[config.mk]
export PLATFORM = sky130hd
export DESIGN_NAME = alu_seq
export DESIGN_NICKNAME = d
export VERILOG_FILES = /design/src/rtl/alu_pkg.sv /design/src/rtl/alu_cmd_fifo.sv /design/src/rtl/alu_seq.sv
export SDC_FILE = /design/constraint.sdc
export NUM_CORES = 1
export LEC_CHECK = 0
export ABC_AREA = 1
export CAP_MARGIN = 20
export CORE_ASPECT_RATIO = 1.2
export CORE_UTILIZATION = 48
export DETAILED_ROUTE_END_ITERATION = 10
export PLACE_DENSITY = 0.71
export SYNTH_ARGS = -nofsm -noshare
export SYNTH_HDL_FRONTEND = slang
export SYNTH_SLANG_ARGS = --single-unit
[constraint.sdc]
create_clock -name clk -period 4.58 [get_ports clk]
set_clock_uncertainty 0.05 [all_clocks]
set_input_delay 0.916 -clock clk [delete_from_list [all_inputs] [get_ports clk]]
set_output_delay 0.916 -clock clk [all_outputs]
set_load 0.005 [all_outputs]
[src/rtl/alu_pkg.sv]
// alu_pkg: shared widths, sequencer state encoding and the queued command record
package alu_pkg;
    localparam int W    = 4;
    localparam int OPW  = 3;
    localparam int TAGW = 4;
    typedef enum logic [1:0] {IDLE, WAIT, RESP} state_e;
    typedef struct packed {
        logic [W-1:0]    a;
        logic [W-1:0]    b;
        logic [OPW-1:0]  opn;
        logic [TAGW-1:0] tag;
    } cmd_t;
endpackage

[src/rtl/alu_cmd_fifo.sv]
// alu_cmd_fifo: synchronous command FIFO, extra pointer bit tells full from empty
module alu_cmd_fifo #(
    parameter int  DEPTH = 4,
    parameter type T     = alu_pkg::cmd_t
) (
    input  logic clk,
    input  logic rst,
    input  logic push,
    input  logic pop,
    input  T     din,
    output T     dout,
    output logic full,
    output logic empty
);
    localparam int AW = $clog2(DEPTH);
    localparam int PW = AW + 1;
    logic [AW:0] wr_q, wr_d, rd_q, rd_d;
    logic        do_push, do_pop;
    T            mem_q [DEPTH];
    T            mem_d [DEPTH];
    assign empty   = wr_q == rd_q;
    assign full    = wr_q[AW] != rd_q[AW] && wr_q[AW-1:0] == rd_q[AW-1:0];
    assign do_push = push && !full;
    assign do_pop  = pop && !empty;
    assign dout    = mem_q[rd_q[AW-1:0]];
    always_comb begin
        mem_d = mem_q;
        if (do_push) mem_d[wr_q[AW-1:0]] = din;
        wr_d = wr_q + PW'(do_push);
        rd_d = rd_q + PW'(do_pop);
    end
    always_ff @(posedge clk or negedge rst) begin
        if (!rst) begin
            wr_q <= '0;
            rd_q <= '0;
        end else begin
            wr_q <= wr_d;
            rd_q <= rd_d;
        end
    end
    always_ff @(posedge clk) mem_q <= mem_d;
endmodule

[src/rtl/alu_seq.sv]
// alu_seq: buffers tagged ALU commands, issues them, waits LAT edges and holds the result
module alu_seq #(
    parameter int W     = alu_pkg::W,
    parameter int OPW   = alu_pkg::OPW,
    parameter int LAT   = 1,
    parameter int DEPTH = 4
) (
    input  logic           clk,
    input  logic           rst,
    input  logic           cmd_valid,
    output logic           cmd_ready,
    input  logic [W-1:0]   cmd_a,
    input  logic [W-1:0]   cmd_b,
    input  logic [OPW-1:0] cmd_opn,
    output logic [W-1:0]   alu_a,
    output logic [W-1:0]   alu_b,
    output logic [OPW-1:0] alu_opn,
    input  logic [W-1:0]   alu_out0,
    input  logic [W-1:0]   alu_out1,
    input  logic [W-1:0]   alu_status,
    output logic           res_valid,
    input  logic           res_ready,
    output logic [W-1:0]   res_out0,
    output logic [W-1:0]   res_out1,
    output logic [W-1:0]   res_status,
    output logic [3:0]     res_tag,
    output logic           busy
);
    import alu_pkg::*;
    localparam int CW = LAT > 0 ? $clog2(LAT + 1) : 1;
    state_e         state_q, state_d;
    logic [CW-1:0]  cnt_q, cnt_d;
    logic [3:0]     tag_q, tag_d, cur_tag_q, cur_tag_d;
    logic [W-1:0]   alu_a_q, alu_a_d, alu_b_q, alu_b_d;
    logic [OPW-1:0] alu_opn_q, alu_opn_d;
    logic           res_valid_q, res_valid_d;
    logic [W-1:0]   res_out0_q, res_out0_d, res_out1_q, res_out1_d, res_status_q, res_status_d;
    logic [3:0]     res_tag_q, res_tag_d;
    logic           full, empty, push, pop;
    cmd_t           wr_cmd, head;
    assign cmd_ready = !full && rst;
    assign push      = cmd_valid && cmd_ready;
    assign pop       = state_q == IDLE && !empty;
    assign busy      = state_q != IDLE || !empty;
    assign wr_cmd    = '{a: cmd_a, b: cmd_b, opn: cmd_opn, tag: tag_q};
    alu_cmd_fifo #(.DEPTH(DEPTH), .T(cmd_t)) u_fifo (
        .clk  (clk),
        .rst  (rst),
        .push (push),
        .pop  (pop),
        .din  (wr_cmd),
        .dout (head),
        .full (full),
        .empty(empty)
    );
    always_comb begin
        tag_d        = tag_q + 4'(push);
        state_d      = state_q;
        cnt_d        = cnt_q;
        cur_tag_d    = cur_tag_q;
        alu_a_d      = alu_a_q;
        alu_b_d      = alu_b_q;
        alu_opn_d    = alu_opn_q;
        res_valid_d  = res_valid_q;
        res_out0_d   = res_out0_q;
        res_out1_d   = res_out1_q;
        res_status_d = res_status_q;
        res_tag_d    = res_tag_q;
        case (state_q)
            IDLE: if (pop) begin
                alu_a_d   = head.a;
                alu_b_d   = head.b;
                alu_opn_d = head.opn;
                cur_tag_d = head.tag;
                cnt_d     = CW'(LAT);
                state_d   = WAIT;
            end
            WAIT: if (cnt_q == '0) begin
                res_out0_d   = alu_out0;
                res_out1_d   = alu_out1;
                res_status_d = alu_status;
                res_tag_d    = cur_tag_q;
                res_valid_d  = 1'b1;
                state_d      = RESP;
            end else begin
                cnt_d = cnt_q - 1'b1;
            end
            RESP: if (res_ready) begin
                res_valid_d = 1'b0;
                state_d     = IDLE;
            end
            default: state_d = IDLE;
        endcase
    end
    always_ff @(posedge clk or negedge rst) begin
        if (!rst) begin
            state_q      <= IDLE;
            cnt_q        <= '0;
            tag_q        <= '0;
            cur_tag_q    <= '0;
            alu_a_q      <= '0;
            alu_b_q      <= '0;
            alu_opn_q    <= '0;
            res_valid_q  <= 1'b0;
            res_out0_q   <= '0;
            res_out1_q   <= '0;
            res_status_q <= '0;
            res_tag_q    <= '0;
        end else begin
            state_q      <= state_d;
            cnt_q        <= cnt_d;
            tag_q        <= tag_d;
            cur_tag_q    <= cur_tag_d;
            alu_a_q      <= alu_a_d;
            alu_b_q      <= alu_b_d;
            alu_opn_q    <= alu_opn_d;
            res_valid_q  <= res_valid_d;
            res_out0_q   <= res_out0_d;
            res_out1_q   <= res_out1_d;
            res_status_q <= res_status_d;
            res_tag_q    <= res_tag_d;
        end
    end
    assign alu_a      = alu_a_q;
    assign alu_b      = alu_b_q;
    assign alu_opn    = alu_opn_q;
    assign res_valid  = res_valid_q;
    assign res_out0   = res_out0_q;
    assign res_out1   = res_out1_q;
    assign res_status = res_status_q;
    assign res_tag    = res_tag_q;
endmodule

* Word level (Yosys, flattened, before mapping) *
Index checks and enable logic that the tools add are counted.

word-level totals
  register bits after elaboration = 105
  input bits = 27
  output and inout bits = 30
  word-level logic and storage cells = 83

cells by class
  add/subtract/negate cells = 4
  order comparisons = 3
  equal/unequal tests = 8
  mux-type cells = 16
  bitwise operators = 3
  reductions and logical operators = 19

operators with widths
  kind                                                number
  bitwise mux 60 bit                                  1
  two-way mux 15 bit                                  3
  binary-select mux 15 bit (select 2 bit)             1
  demux 15 bit (select 2 bit)                         1
  logical AND 1 bit                                   7
  adder 3 x 1 -> 3 bit                                2
  >= comparator 3 bit, second input constant          2
  two-way mux 2 bit                                   3
  inverter 2 -> 3 bit                                 2
  one-hot mux 2 bit (3 select lines)                  1
  AND reduction 2 bit                                 3
  AND reduction 3 bit                                 2
  nonzero test 2 bit                                  3
  adder 4 x 1 -> 4 bit                                1
  two-way mux 1 bit                                   4
  inequality test 2 bit, second input constant        2
  one-hot mux 1 bit (2 select lines)                  2
  == test 3 bit                                       1
  < comparator 3 x 1 -> 1 bit, second input constant  1
  == test 2 x 1 -> 1 bit, second input constant       1
  == test 2 bit                                       1
  == test 2 bit, second input constant                1
  logical NOT 1 bit                                   2
  logical NOT 2 bit                                   1
  other kinds (5)                                     5

* Longest topological paths before layout *
  word-level depth = 7
  depth in mapped cells = 11
  depth with buffers taken out = 9

* Cells and area by module *
From an unflattened synthesis, not the netlist that was laid out.

second synthesis, totals
  cell total of the unflattened synthesis = 353
  area total of the unflattened synthesis = 4150.2 µm²

modules (own cells, without submodules)
  module        times used  cells each  area each (µm²)
  alu_cmd_fifo  1           184         2541.2
  alu_seq       1           169         1609.0

* Least setup slack after synthesis *
OpenSTA, ideal clock, no wires.

  kind = input-to-reg
  start point = in cmd_valid
  end point = reg u_fifo.mem_q[45] (netlist name) (enable)
  arrival time = 1.756 ns
  setup slack = 2.388 ns
  cell stages on the path = 2
  cell sequence = nand3_1 > nor2_1

between the ends
  longest elaborated chain between the ends = 2

ends and longest elaborated chain
  item                  line                RTL
  start, declared       alu_seq.sv:10       input logic cmd_valid,
  logical AND 1 bit     alu_seq.sv:42       assign push = cmd_valid && cmd_ready;
  logical AND 1 bit     alu_cmd_fifo.sv:23  assign do_push = push && !full;
  end signal, assigned  alu_cmd_fifo.sv:41  always_ff @(posedge clk) mem_q <= mem_d;
  end, declared         alu_cmd_fifo.sv:19  T mem_q [DEPTH];

No other way between the ends.
A chain may end at the register's enable or synchronous reset.

* Final worst setup path *
  start point = reg u_fifo.rd_q[1]
  end point = out cmd_ready

between the ends
  longest elaborated chain between the ends = 4

ends and longest elaborated chain
  item                    line                RTL
  start, declared         alu_cmd_fifo.sv:17  logic [AW:0] wr_q, wr_d, rd_q, rd_d;
  start signal, assigned  alu_cmd_fifo.sv:38  rd_q <= rd_d;
  == test 2 bit           alu_cmd_fifo.sv:22  assign full = wr_q[AW] != rd_q[AW] && wr_q[AW-1:0] == rd_q[AW-1:0];
  logical AND 1 bit       alu_cmd_fifo.sv:22
  logical NOT 1 bit       alu_seq.sv:41       assign cmd_ready = !full && rst;
  logical AND 1 bit       alu_seq.sv:41
  end, declared           alu_seq.sv:11       output logic cmd_ready,

No other way between the ends.

==> results_dict.tcl <==
set metrics [dict create \
    holdBufCountCts 0 \
    die_area_um2 9630 \
    yosys-mux-area-fraction_pct 0 \
    grt_overflow 0 \
    grt_start_max_net_pins 38 \
    synth_top_family_by_area "simple AND/OR/NAND/NOR gates" \
    grt_pass1_vias 3096 \
    crit_start "u_fifo.rd_q[1]" \
    synthTopCellsByCount "nand2_1, inv_1, nand3_1" \
    worstMarginPinSlew_ps 899 \
    cts-root-buf "clkbuf_8" \
    finalSetupTns_ps 0 \
    syn-instance-count 437 \
    cts.htree.levels 3 \
    cpMostUsedCell "nand2_1" \
    drv_cap 0 \
    worstSetupEndpointType "output pin" \
    wl_per_cell_um 14.3 \
    routabilityCongestion 0.858 \
    use_met2_pct 34.1 \
    async_flop_share_pct 42.9 \
    synth_compound_area_share_pct 0.226 \
    crit_slowest_cell "dfrtp_1" \
    design_area_um2 5310 \
    met1_usage_pct 25.2 \
    synth_xor_area_share_pct 1.16 \
    arrival_ps 2300 \
    worst_hold_slack_ps 352 \
    ys_seq_area_share_pct 66.0 \
    drt-initial-drc-count 197 \
    hold_viol_final 0 \
    avgSynthCellArea_um2 10.2 \
    clk_pin_slew_ps 100 \
    nNetsFinal 527 \
    synthTopCellsByArea "edfxtp_1, dfrtp_1, nand2_1" \
    dieHeight_um 107 \
    grtUsageTotal_pct 20.2 \
    wl_mm 8.87 \
    critical_path.cell_chain "inv_4 > nand2_1 > nand2_2 > nand3_1 > nand2_1 > inv_1 > clkdlybuf4s50_1" \
    slew_headroom_pct 40.0 \
    ff_latch_area_um2 2930 \
    dr_total_vias 3025 \
    drc 0 \
    synth-adder-area-share_pct 1.69 \
    critPathKind "reg2out" \
    first_pass_iters 4 \
    p_leak_uw 0.00251 \
    antenna_found_initial 0 \
    synth_most_common_cell "nand2_1" \
    ctsResizeCount 0 \
    gr-usage-met3_pct 4.45 \
    ant_nets 0 \
    rsz0062_at_grt "false" \
    core_um2 8990 \
    cts_setup_buffers 0 \
    initial_core_util_pct 49.4 \
    multi_input_area_um2 1140 \
    num_io_pins 57 \
    slew_violations 0 \
    dpl_cell_area_um2 5090 \
    syn-num-nets 470 \
    synth_ff_type "edfxtp_1" \
    synth_enable_flop_cells 60 \
    grt_pass1_wl_mm 14.9 \
    vdd_drop_max_v 0.000373 \
    antenna_cells 0 \
    clk_path_buf_depth 2 \
    final.period_utilization_pct 71.4 \
    yosysWarnings 0 \
    rows 38 \
    synth_top_cell_by_area "edfxtp_1" \
    clock-sinks 105 \
    nFillCells 732 \
    netlist_area_um2 4440 \
    clk_latency_ps 370 \
    die-width_um 89.8 \
    postLayoutCoreUtil_pct 59.1 \
    max_stage_delay_ps 800 \
    outcome "complete, no violations" \
    critPathMaxFanout 18 \
    setup_viol 0 \
    numCtsBuffers 9 \
    fmax_mhz 306 \
    drive_above_1_share_pct 7.62 \
    dpl.hpwl_mm 6.12 \
    reg2reg_from "u_fifo.rd_q[1]" \
    synth_top_area_share_pct 40.6 \
    cp.required_ps 3610 \
    synthSimpleGateAreaFrac_pct 22.6 \
    fin_crit_ps 3270 \
    p_per_area_nw_per_um2 629 \
    hold_path.class "in2async" \
    cts_tree "done" \
    area.growth.synth_to_final_pct 19.6 \
    top_usage_layer "met2" \
    vias_per_cell 4.89 \
    io_buffers 56 \
    critPathLaunchType "flip-flop" \
    synth_seq_cells 105 \
    yosysUniqueCellTypes 25 \
]
-- critical path, delay by kind of cell (launching register included) --
family        cells  cell delay, ps
flops             1             800
buf+inv           3             730
simple gates      4             390
-- stage by stage --
| stage | std cells | setup slack, ps | total power [µW] |
|---|---|---|---|
| 6_report | 619 | 1310 | 3340 |
| 5_1_grt | 619 | 1160 | 3600 |
| 4_1_cts | 618 | 1300 | 3370 |
| 3_5_place_dp | 602 | 1550 | 2800 |
| 3_3_place_gp | 600 | 1570 | 2720 |
| 2_1_floorplan | 437 | 2390 | 2300 |
-- logic make-up after synthesis --
family / count (synthesis)
DFF: 105
AOI/OAI and AO/OA: 2
xor gates and xnor gates: 5
buffers and inverters: 88
and+or+nand+nor: 231
adders and majority gates: 6
-- per-layer routing --
layer	part of all wire, %	vias to the layer above
met4	1.9	0
met3	5.0	13
met1	44	1436
met2	49	91
li1	-	1485
met5	0	-
-- registers in the layout, summed over array words and instances (netlist names), 2 cells and up --
signal	cells
u_fifo.rd_q	3
u_fifo.wr_q	3
res_status	4
tag_q	4
alu_opn	3
alu_a	4
cur_tag_q	4
res_out0	4
alu_b	4
u_fifo.mem_q	60
res_out1	4
state_q	2
res_tag	4
-- placed cells by master (no fill, tap or decap), drive strengths merged, types with 3 or more instances in the layout --
cell type	n
nor2	6
clkinv	3
nand2	158
ha	6
dfrtp	45
xor2	3
edfxtp	60
clkdlybuf4s50	55
inv	72
nand3	66
clkbuf	11
buf	7
-- where the power goes --
part	switching (µW)	internal [µW]	total, µW	leakage [µW]
Clock	312	264	576	0.000102
Combinational	742	533	1270	0.00131
Sequential	193	1290	1490	0.00109
Total	1250	2090	3340	0.00251
-- path summary, 6_finish.rpt --
check	endpoint	depth (start not counted)	slack (ps)
worst max-delay path	cmd_ready	7	1310
worst min-delay path	u_fifo.wr_q[1]	1	350
worst max register to register	u_fifo.mem_q[13]	7	1870
worst min register to register	res_tag[3]	2	430
max in group asynchronous	alu_a[3]	2	3390
min in group clk	res_tag[3]	2	430
-- layout make-up --
cell class | instances | share of cell area, %
multi-input cells | 244 | 21.5
repair buffers | 62 | 11.5
flip-flops and latches | 105 | 55.2
inverters | 72 | 5.14
clock inverters | 5 | 0.636
well taps | 120 | 2.83
clock buffers | 11 | 3.28
Note: power is estimated with default switching activity, not from simulation.
